<file path="src/rtl/dma_busmaster.sv">
// Object DMA bus master: on a CPU trigger, waits for vertical blank, takes the Z80 bus
// and copies NBYTES of object RAM into the DMA object buffer, one byte per RD_WAIT+1 CEN ticks.
module dma_busmaster #(
    parameter int          AW      = 10,
    parameter int          NBYTES  = 1024,
    parameter logic [11:0] BASE    = 12'h000,
    parameter int          RD_WAIT = 2
) (
    input  logic          CLK20,
    input  logic          RESETn,
    input  logic          CEN,
    input  logic          VB,
    input  logic          DWRBKn,
    input  logic          BUSAK_n,
    input  logic [7:0]    DD_IN,
    output logic          BUSRQn,
    output logic [11:0]   AD,
    output logic          AD_OE,
    output logic          RDn,
    output logic [AW-1:0] DM_A,
    output logic [7:0]    DM_D,
    output logic          DM_WEn,
    output logic          BUSY,
    output logic          DONE
);

    localparam int            WW    = (RD_WAIT > 1) ? $clog2(RD_WAIT) : 1;
    localparam logic [AW-1:0] LAST  = AW'(NBYTES - 1);
    localparam logic [WW-1:0] WLAST = WW'(RD_WAIT - 1);

    typedef enum logic [2:0] {S_IDLE, S_REQ, S_ADDR, S_LATCH, S_REL} state_t;

    state_t        r_state, w_state;
    logic          r_busrqn, w_busrqn;
    logic [11:0]   r_ad, w_ad;
    logic          r_adoe, w_adoe;
    logic          r_rdn, w_rdn;
    logic [AW-1:0] r_dma, w_dma;
    logic [7:0]    r_dmd, w_dmd;
    logic          r_dmwen, w_dmwen;
    logic          r_busy, w_busy;
    logic          r_done, w_done;
    logic [AW-1:0] r_count, w_count;
    logic [WW-1:0] r_wait, w_wait;
    logic          r_abort, w_abort;
    logic          w_pend_clr, w_pend_set;

    logic r_pending;
    logic r_dwr_d1, r_dwr_d2;
    logic r_vb_d1, r_vb_d2, r_vb_rise, r_vb_fall;
    logic r_ak_s1, r_ak_s2;

    logic          w_trig, w_vb_rise, w_vb_fall, w_ack;
    logic [AW-1:0] w_count_inc;

    assign w_trig      = r_dwr_d2 & ~r_dwr_d1;
    assign w_vb_rise   = r_vb_rise | (r_vb_d1 & ~r_vb_d2);
    assign w_vb_fall   = r_vb_fall | (~r_vb_d1 & r_vb_d2);
    assign w_ack       = ~r_ak_s2;
    assign w_count_inc = r_count + AW'(1);

    // Edge detectors and the ack synchroniser run every CLK20; VB edges are held until a CEN tick sees them.
    always_ff @(posedge CLK20 or negedge RESETn) begin
        if (!RESETn) begin
            r_dwr_d1  <= 1'b1;
            r_dwr_d2  <= 1'b1;
            r_vb_d1   <= 1'b0;
            r_vb_d2   <= 1'b0;
            r_vb_rise <= 1'b0;
            r_vb_fall <= 1'b0;
            r_ak_s1   <= 1'b1;
            r_ak_s2   <= 1'b1;
            r_pending <= 1'b0;
        end else begin
            r_dwr_d1  <= DWRBKn;
            r_dwr_d2  <= r_dwr_d1;
            r_vb_d1   <= VB;
            r_vb_d2   <= r_vb_d1;
            r_vb_rise <= CEN ? 1'b0 : w_vb_rise;
            r_vb_fall <= CEN ? 1'b0 : w_vb_fall;
            r_ak_s1   <= BUSAK_n;
            r_ak_s2   <= r_ak_s1;
            r_pending <= (r_pending & ~(CEN & w_pend_clr)) | (CEN & w_pend_set) | w_trig;
        end
    end

    always_ff @(posedge CLK20 or negedge RESETn) begin
        if (!RESETn) begin
            r_state  <= S_IDLE;
            r_busrqn <= 1'b1;
            r_ad     <= BASE;
            r_adoe   <= 1'b0;
            r_rdn    <= 1'b1;
            r_dma    <= '0;
            r_dmd    <= '0;
            r_dmwen  <= 1'b1;
            r_busy   <= 1'b0;
            r_done   <= 1'b0;
            r_count  <= '0;
            r_wait   <= '0;
            r_abort  <= 1'b0;
        end else if (CEN) begin
            r_state  <= w_state;
            r_busrqn <= w_busrqn;
            r_ad     <= w_ad;
            r_adoe   <= w_adoe;
            r_rdn    <= w_rdn;
            r_dma    <= w_dma;
            r_dmd    <= w_dmd;
            r_dmwen  <= w_dmwen;
            r_busy   <= w_busy;
            r_done   <= w_done;
            r_count  <= w_count;
            r_wait   <= w_wait;
            r_abort  <= w_abort;
        end
    end

    always_comb begin
        w_state    = r_state;
        w_busrqn   = r_busrqn;
        w_ad       = r_ad;
        w_adoe     = r_adoe;
        w_rdn      = r_rdn;
        w_dma      = r_dma;
        w_dmd      = r_dmd;
        w_dmwen    = 1'b1;
        w_busy     = r_busy;
        w_done     = 1'b0;
        w_count    = r_count;
        w_wait     = r_wait;
        w_abort    = r_abort;
        w_pend_clr = 1'b0;
        w_pend_set = 1'b0;
        case (r_state)
            S_IDLE: begin
                if (r_pending && w_vb_rise) begin
                    w_state    = S_REQ;
                    w_busrqn   = 1'b0;
                    w_busy     = 1'b1;
                    w_abort    = 1'b0;
                    w_pend_clr = 1'b1;
                end
            end
            S_REQ: begin
                if (w_ack) begin
                    w_state = S_ADDR;
                    w_adoe  = 1'b1;
                    w_ad    = BASE;
                    w_dma   = '0;
                    w_count = '0;
                    w_wait  = '0;
                    w_rdn   = 1'b0;
                end else if (w_vb_fall) begin
                    // Missed this blank; give the bus request back and retry next frame.
                    w_state    = S_IDLE;
                    w_busrqn   = 1'b1;
                    w_busy     = 1'b0;
                    w_pend_set = 1'b1;
                end
            end
            S_ADDR, S_LATCH: begin
                if (!w_ack) begin
                    w_state    = S_REL;
                    w_adoe     = 1'b0;
                    w_rdn      = 1'b1;
                    w_busrqn   = 1'b1;
                    w_abort    = 1'b1;
                    w_pend_set = 1'b1;
                end else if (r_state == S_ADDR) begin
                    if (r_wait == WLAST) begin
                        w_state = S_LATCH;
                        w_dmd   = DD_IN;
                        w_dmwen = 1'b0;
                        w_dma   = r_count;
                        w_rdn   = 1'b1;
                    end else begin
                        w_wait = r_wait + WW'(1);
                    end
                end else if (r_count == LAST) begin
                    w_state  = S_REL;
                    w_adoe   = 1'b0;
                    w_busrqn = 1'b1;
                end else begin
                    w_state = S_ADDR;
                    w_count = w_count_inc;
                    w_ad    = BASE + 12'(w_count_inc);
                    w_wait  = '0;
                    w_rdn   = 1'b0;
                end
            end
            S_REL: begin
                if (!w_ack) begin
                    w_state = S_IDLE;
                    w_busy  = 1'b0;
                    w_done  = ~r_abort;
                end
            end
            default: w_state = S_IDLE;
        endcase
    end

    assign BUSRQn = r_busrqn;
    assign AD     = r_ad;
    assign AD_OE  = r_adoe;
    assign RDn    = r_rdn;
    assign DM_A   = r_dma;
    assign DM_D   = r_dmd;
    assign DM_WEn = r_dmwen;
    assign BUSY   = r_busy;
    assign DONE   = r_done;

endmodule
</file>
<file path="config.mk">
export PLATFORM = sky130hd
export DESIGN_NAME = dma_busmaster
export DESIGN_NICKNAME = d
export VERILOG_FILES = /design/src/rtl/dma_busmaster.sv
export SDC_FILE = /design/constraint.sdc
export NUM_CORES = 1
export LEC_CHECK = 0
export CAP_MARGIN = 20
export CORE_MARGIN = 2
export CORE_UTILIZATION = 46
export DETAILED_ROUTE_END_ITERATION = 6
export PLACE_DENSITY_LB_ADDON = 0.3
export SLEW_MARGIN = 25
export SYNTH_ARGS = -nofsm -noshare
export SYNTH_HDL_FRONTEND = slang
export SYNTH_SLANG_ARGS = --single-unit
</file>
<file path="constraint.sdc">
create_clock -name CLK20 -period 1.84 [get_ports CLK20]
set_clock_uncertainty 0.15 [all_clocks]
set_input_delay 0.368 -clock CLK20 [delete_from_list [all_inputs] [get_ports CLK20]]
set_output_delay 0.368 -clock CLK20 [all_outputs]
set_load 0.01 [all_outputs]
</file>
Yosys cells after proc, flatten, opt, wreduce, memory -nomap -nowiden:

Cells that the tools add are included.

* magnitude comparators: 0
* reductions and logical operators: 17
* shifts and indexed selects: 0
* bitwise logic cells: 16
* add/sub/neg operators: 2
* multipliers: 0
* divide/modulo/power cells: 0
* equal/unequal tests: 22
* multiplexer cells: 66

Operators by type and width (count)
* 2-to-1 mux 10 bit: 7
* 2-to-1 mux 12 bit: 4
* one-hot mux 10 bit (2 select lines): 2
* 2-to-1 mux 1 bit: 36
* AND reduction 5 bit: 5
* 2-to-1 mux 3 bit: 8
* one-hot mux 12 bit (2 select lines): 1
* inequality test 2 bit, second input constant: 11
* AND reduction 6 bit: 3
* inequality test 3 bit, second input constant: 4
* one-hot mux 3 bit (4 select lines): 1
* adder 10 x 1 -> 10 bit, second input constant: 1
* equality test 10 bit, second input constant: 1
* one-hot mux 1 bit (2 select lines): 5
* inequality test 4 bit, second input constant: 2
* AND reduction 7 bit: 1
* bitwise AND 1 bit: 6
* equality test 3 x 2 -> 1 bit, second input constant: 2
* inverter 1 bit: 6
* one-hot mux 1 bit (3 select lines): 2
* nonzero test 3 bit: 2
* OR 1 bit: 4
* AND reduction 4 bit: 1
* nonzero test 2 bit: 2
* other kinds (6): 6

* bits in read-only memories: 0
* memory bits (writable): 0
* memories: 0
* register bits after elaboration: 60
* output and inout bits: 36
* bits of input ports: 14
* bits in latches: 0
* word-level logic and storage cells: 145

Longest topological paths before layout:

Gate-level depths: netlist of run 1.

* word-level depth: 11
* mapped depth: 9
* depth with buffers taken out: 6

Worst setup path before layout of run 1:

OpenSTA, ideal clock, no wires.

* kind: register -> register
* from: register, netlist name AD[0]
* to: register r_state[1]
* required time: 1564 ps
* slack: -57 ps
* clock period less this slack: 1897 ps
* cell stages (with the launch flop): 6
* arrival: 1621 ps
* buffers on the path: 0
* library setup time: 126 ps
* cell sequence: dfrtp_1 ha_1 nand4_2 nor3_4 a21oi_2 a221o_1

RTL lines
* end signal, assigned: line 103 `r_state <= w_state;`
* end, declared: line 33 `state_t r_state, w_state;`

Worst setup path in the final report of run 1:

* from: register r_state[1]
* to: register r_state[0]

* longest elaborated chain between the ends: 4
* elaborated cells on any way between the ends: 14
* classes of those cells: eq/ne (8); mux (3); reduce/logical (3)

RTL lines (line)
* equality test 3 x 2 -> 1 bit, on equally long branches: 135, 170
* OR reduction 2 bit / 2-to-1 mux 3 bit (equally long branches): 135, 170
* inequality test 4 bit (no line) / 2-to-1 mux 3 bit (equally long branches)
* AND reduction 5 bit (no line) / one-hot mux 3 bit (4 select lines) (equally long branches)

Several ways; a longest one is shown, not always the timed one.
A chain may end at the register's enable or synchronous reset.

==> results of run 1 <==
==> layer usage <==
metal	part of all wire [%]	wire, µm	vias to the layer above
met4	0.73	41	0
met2	48	2680	77
met1	45	2500	969
met5	0	0	-
met3	7.0	391	4
li1	-	-	955
==> flip-flops by register name, summed over array words and instances (netlist names), 3 cells and up <==
signal / cells
DM_D: 8
r_state: 3
DM_A: 10
AD: 10
==> synth_stat cells (all sizes together) <==
cell and n:
a211oi 2, a21boi 1, a21o 3, a21oi 11, a221o 1, a22oi 1
a311o 1, a31oi 1, and2 1, and2b 2, and3 1, and4 1
buf 11, clkbuf 2, conb 1, dfrtp 41, dfstp 7, ha 1
inv 15, mux2 9, mux2i 1, nand2 21, nand2b 4, nand3 20
nand4 1, nand4bb 1, nor2 14, nor2b 1, nor3 3, nor3b 1
nor4 2, o211ai 1, o21a 3, o21ai 25, o221ai 1, o311ai 1
o31ai 5, o41ai 2, or3 1, or4 1, or4b 1
==> how the worst max path moves through the flow <==
stage,start,endpoint,slack [ns],cells after the start
finish,r_state[1]$_DFFE_PN0P_,r_state[0]$_DFFE_PN0P_,0.003,4
global route,r_state[2]$_DFFE_PN0P_,AD[2]$_DFFE_PN0P_,-0.02,6
CTS,AD[6]$_DFFE_PN0P_,AD[6],0.0006,2
detailed placement,CEN,r_state[0]$_DFFE_PN0P_,-0.33,6
global placement,CEN,r_state[0]$_DFFE_PN0P_,-0.32,6
floorplan,AD[0]$_DFFE_PN0P_,r_state[1]$_DFFE_PN0P_,0.01,5
==> timing repair <==
action                                  4_1_cts  5_1_grt
hold buffers                                  1        0
endpoints found under the setup margin       10       27
cloned                                        0        1
buffers inserted                              4        3
hold endpoints to repair                     41        0
pin swaps                                     0        2
gates resized for setup                       8       12
==> cell type report <==
cell class	instances	area (µm²)
Fill cell	407	1680
Sequential cell	48	1210
Inverter	15	56.3
Tap cell	70	87.6
Timing Repair Buffer	92	832
Clock buffer	6	72.6
Clock inverter	2	60.1
Multi-Input combinational cell	149	1040
==> power breakdown <==
group | switching, mW | total [mW] | internal (mW)
combinational | 0.865 | 1.85 | 0.985
sequential | 0.260 | 1.62 | 1.36
clock | 0.341 | 0.884 | 0.543
==> critical path: cells and delay by family (launching register included) <==
| kind | cells | cell delay [ns] |
|---|---|---|
| DFF | 1 | 0.55 |
| and+or+nand+nor | 2 | 0.48 |
| muxes | 1 | 0.31 |
| AOI/OAI and AO/OA | 1 | 0.24 |
==> metrics by stage <==
stage | area, µm² | setup TNS (ns) | hold WS, ns | utilization [%] | power (mW)
final | 3360 | 0 | 0.213 | 66.7 | 4.36
after global placement | 3120 | -6.97 | 0.196 | 61.8 | 3.35
after global routing | 3360 | -0.0529 | 0.216 | 66.7 | 4.64
after detailed placement | 3120 | -6.77 | 0.203 | 61.8 | 3.38
after CTS | 3280 | 0 | 0.216 | 65.1 | 4.29
after floorplan | 2370 | 0 | -0.0776 | - | 2.55
==> kinds of logic (layout without fill, tap and decap cells) <==
kind of cell    count (synthesis)  after routing  share of synthesized area, %
fa+ha+maj                       1              1                         0.529
buf+inv                        28            115                          6.98
simple gates                   76             76                          18.9
other cells                     1              2                         0.158
compound gates                 59             60                          17.6
mux                            10             10                          4.71
flops                          48             48                          51.1
==> impl_metrics.csv, run 1 <==
group,metric,value,unit
detailed_routing,post_drt_wl_per_cell,14.7,µm
timing,rsz0062_at_grt,"true",
min_path,hold_class,"flip-flop to flip-flop",
setup_path,critical_path.reg2reg.endpoint,"r_state[0]$_DFFE_PN0P_",
synth,synthDominantCellAreaShare,43.4,%
clocking,clock_sink_count,48,
place,placement.setup.worst_slack,-0.330,ns
cells_and_area,mostFrequentLayoutCell,"buf_4",
timing,final.period_utilization,99.8,%
detailed_routing,via_count,2005,
cells_and_area,most_frequent_cells_in_the_layout,"buf_4 (41), dfrtp_1 (39), clkdlybuf4s50_1 (34)",
global_routing,routing_usage_on_met1,26.9,%
floorplan,design.die.area,5730,µm²
setup_path,number_of_cells_on_the_worst_reg_to_reg_path,4,
synth,synth.largest_area_cell,"dfrtp_1",
floorplan,die_width,75.7,µm
global_routing,grt_antenna_before_repair,0,
cells_and_area,drive_above_1_share,31.4,%
detailed_routing,final_antenna_net_count,0,
synth,count_of_state_elements_after_synthesis,48,
cells_and_area,antenna_cells_inserted,0,
synth,synthesized_area,2370,µm²
min_path,min_delay_path_depth,0,
global_routing,grt-busiest-layer,"met2",
synth,synth_warnings,0,
detailed_routing,drc_errors,0,
timing,finalSetupViolCount,0,
clocking,cts_tree,"done",
flow_run,max_cap_violations,0,
cells_and_area,synthToLayoutAreaGrowth,42.2,%
synth,synth_cells,223,
setup_path,worstSetupPathType,"flip-flop to flip-flop",
global_routing,globalRouteOverflowTotal,0,
detailed_routing,viasPerCell,5.25,
floorplan,floorplan.die.height,75.7,µm
global_routing,grt_start_max_net_pins,49,
setup_path,start_kind,"flip-flop",
clocking,worst_setup_hold_path_clk_slew,0.09,ns
floorplan,initial_core_util,46.9,%
pwr,vdd_drop_max,0.000785,V
global_routing,grt_pass1_vias,1851,
clocking,cts_root_buf,"clkbuf_8",
pwr,power.static_leakage,1.54,nW
timing,final_critical_path_setup_slack,0.00335,ns
global_routing,globalRouteMet2Util,30.6,%
global_routing,grt.total_usage,19.6,%
place,gp_congestion,0.857,
setup_path,critical_path.slowest_cell,"dfrtp_1",
place,dp.final_hpwl,3700,µm
cells_and_area,post_route_non_filler_standard_cell_count,382,
setup_path,crit_path_max_incr_delay,0.55,ns
status,outcome,"finished, final reports clean",
detailed_routing,totalWireLength,5610,µm
setup_path,worstReg2RegStart,"r_state[1]$_DFFE_PN0P_",
floorplan,num_io_pins,50,
global_routing,met3_usage,5.82,%
setup_path,worstPathMaxFanout,10,
timing,drv_slew,0,
synth,syn_area_per_cell,10.6,µm²
setup_path,timing.critical_path.arrival,1.87,ns
floorplan,number_of_placement_rows,26,
setup_path,setup.worst_path.end_class,"flip-flop",
timing,clock.fmax,544,MHz
setup_path,cp_data_required_time,1.88,ns
clocking,clk-insertion-delay-late,0.30,ns
synth,synthTopCellsByArea,"dfrtp_1 (43%), dfstp_2 (7.8%), mux2_2 (3.8%)",
floorplan,core_area,5040,µm²
synth,ys_seq_area_share,51.1,%
setup_path,r2r_setup_slack,0.003,ns
synth,synth_cell_type_count,52,
timing,hold_violations,0,
place,place.detailed.instances,365,
place,buffer_ports.inserted,47,
detailed_routing,drt_first_pass_iters,5,
detailed_routing,detailedRoute.firstIterationViolations,170,
pwr,pwr_density_cell,1290,nW/µm²
global_routing,grt_first_pass_wirelength,8540,µm
cells_and_area,layout_net_count,326,
clocking,clock_tree.htree_level_count,2,
min_path,worstHoldStart,"r_ak_s1$_DFF_PN1_",
min_path,holdPathEnd,"r_ak_s2$_DFF_PN1_",
clocking,numCtsBuffers,5,
setup_path,cp_cell_instances,"nand2b_1, nor4_1, a311o_1, mux2_4",
timing,layout_min_cycle_time,1.84,ns
clocking,cts.path.max_buffers,2,
(Power assumes the default switching activity.)
==> run 2: changes to the inputs <==
--- a/config.mk
+++ b/config.mk
@@ -7,7 +7,9 @@
 export LEC_CHECK = 0
 export CAP_MARGIN = 20
 export CORE_MARGIN = 2
-export CORE_UTILIZATION = 46
+export CORE_UTILIZATION = 47
+export CTS_BUF_LIST = sky130_fd_sc_hd__clkbuf_4 sky130_fd_sc_hd__clkbuf_8
+export CTS_CLUSTER_SIZE = 30
 export DETAILED_ROUTE_END_ITERATION = 6
 export PLACE_DENSITY_LB_ADDON = 0.3
 export SLEW_MARGIN = 25
==> impl_metrics.csv, run 2 (same netlist as run 1, synthesis figures left out) <==
group,metric,value,unit
place,dp.final_hpwl,3940,µm
timing,setup_total_negative_slack,0,ns
cells_and_area,synthToLayoutAreaGrowth,40.1,%
place,gp_congestion,0.862,
cells_and_area,final_cell_area,3310,µm²
setup_path,setup.worst_path.end_class,"flip-flop",
timing,drv_slew,0,
status,outcome,"finished, final reports clean",
cells_and_area,postLayoutCoreUtil,69.3,%
setup_path,worstSetupPathType,"flip-flop to flip-flop",
clocking,clock_tree.htree_level_count,2,
clocking,clk-insertion-delay-late,0.30,ns
detailed_routing,final_antenna_net_count,0,
place,buffer_ports.inserted,47,
setup_path,crit_path_max_incr_delay,0.43,ns
place,placement.setup.worst_slack,-0.344,ns
pwr,power.static_leakage,1.51,nW
global_routing,grt_antenna_before_repair,0,
setup_path,cp_data_required_time,1.88,ns
global_routing,grt_start_max_net_pins,32,
timing,final_critical_path_setup_slack,0.00723,ns
floorplan,design.die.area,5620,µm²
timing,hold_violations,0,
clocking,clock_sink_count,48,
cells_and_area,n_fill_cell,374,
clocking,cts.path.max_buffers,2,
timing,rsz0062_at_grt,"true",
detailed_routing,drc_errors,0,
clocking,cts_tree,"done",
timing,finalSetupViolCount,0,
detailed_routing,detailedRoute.firstIterationViolations,165,
timing,final.period_utilization,99.6,%
detailed_routing,viasPerCell,5.29,
clocking,cts_root_buf,"clkbuf_8",
floorplan,floorplan.die.height,75.0,µm
floorplan,number_of_placement_rows,25,
floorplan,num_io_pins,50,
pwr,vdd_drop_max,0.000790,V
clocking,worst_setup_hold_path_clk_slew,0.09,ns
global_routing,grt_first_pass_wirelength,9110,µm
global_routing,globalRouteOverflowTotal,0,
setup_path,start_kind,"flip-flop",
floorplan,core_area,4790,µm²
cells_and_area,multiInputGateArea,1020,µm²
cells_and_area,register_area,1210,µm²
pwr,pwr_density_cell,1260,nW/µm²
min_path,hold_class,"flip-flop to flip-flop",
global_routing,grt_pass1_vias,1910,
pwr,power,4.17,mW
floorplan,initial_core_util,49.4,%
detailed_routing,totalWireLength,5490,µm
cells_and_area,drive_above_1_share,33.3,%
detailed_routing,via_count,2004,
timing,clock.fmax,546,MHz
detailed_routing,post_drt_wl_per_cell,14.5,µm
detailed_routing,drt_first_pass_iters,4,
timing,layout_min_cycle_time,1.83,ns
setup_path,worstPathMaxFanout,4,
place,place.detailed.instances,366,
cells_and_area,post_route_non_filler_standard_cell_count,379,
setup_path,cp_cell_instances,"and2b_2, o211ai_2, a21boi_1, a311o_1, mux2_4",
cells_and_area,antenna_cells_inserted,0,
cells_and_area,mostFrequentLayoutCell,"buf_4",
place,dpl-instance-area,3160,µm²
setup_path,critical_path.slowest_cell,"dfrtp_2",
cells_and_area,most_frequent_cells_in_the_layout,"buf_4 (42), dfrtp_1 (38), clkdlybuf4s50_1 (34)",
flow_run,max_cap_violations,0,
setup_path,timing.critical_path.arrival,1.88,ns
global_routing,grt.total_usage,21.5,%
cells_and_area,layout_net_count,326,
floorplan,die_width,75.0,µm
clocking,numCtsBuffers,5,
timing,worst_slack_on_hold_paths,0.209,ns
==> run 2: cell count changes in the layout (fill, tap and decap cells not counted), sizes merged <==
cell	delta
a21o	-1
buf	+2
bufinv	-2
clkbuf	+1
dlygate4sd2	+3
dlymetal6s2s	-3
==> run 2: cell type report <==
cell class                 instances  area share, %
clock buffer                       8           2.94
inverter                          15           1.70
multi-input combinational        148           30.8
sequential                        48           36.6
tap                               67           2.53
timing repair buffer              93           25.4
==> run 2: what timing repair did <==
| action | CTS | global route |
|---|---|---|
| resized for setup | 11 | 12 |
| hold buffers | 1 | 0 |
| hold endpoints to repair | 14 | 0 |
| endpoints found under the setup margin | 12 | 17 |
| pin swaps | 0 | 1 |
| setup buffers | 0 | 4 |
==> run 2: metal layers <==
metal,global-route usage [%],routed length [µm]
met1,29.7,2350
met2,33.1,2640
met3,6.16,444
met4,6.75,48
met5,0,0
==> run 2: worst max-delay path: cells and delay by family, from the launching register on <==
kind / cells / cell delay (ns)
multiplexers: 1 / 0.30
flip-flops: 1 / 0.43
AO/OA/AOI/OAI: 3 / 0.60
AND/OR/NAND/NOR: 1 / 0.23
==> run 2: worst paths after layout <==
kind	from	end	slack [ns]	cells after the start
setup reg to reg	r_state[2]$_DFFE_PN0P_	r_state[0]$_DFFE_PN0P_	0.007	5
setup / recovery	r_state[2]$_DFFE_PN0P_	r_state[0]$_DFFE_PN0P_	0.007	5
max in group asynchronous	RESETn	r_ak_s2$_DFF_PN1_	0.59	3
hold reg to reg	r_ak_s1$_DFF_PN1_	r_ak_s2$_DFF_PN1_	0.21	0
min in group asynchronous	RESETn	r_vb_d2$_DFF_PN0_	0.38	2
hold / removal	r_ak_s1$_DFF_PN1_	r_ak_s2$_DFF_PN1_	0.21	0
==> run 2: power breakdown <==
group          switching, mW  internal, mW  total, mW
sequential             0.244          1.36       1.60
clock                  0.335         0.336      0.672
combinational          0.865          1.03       1.89
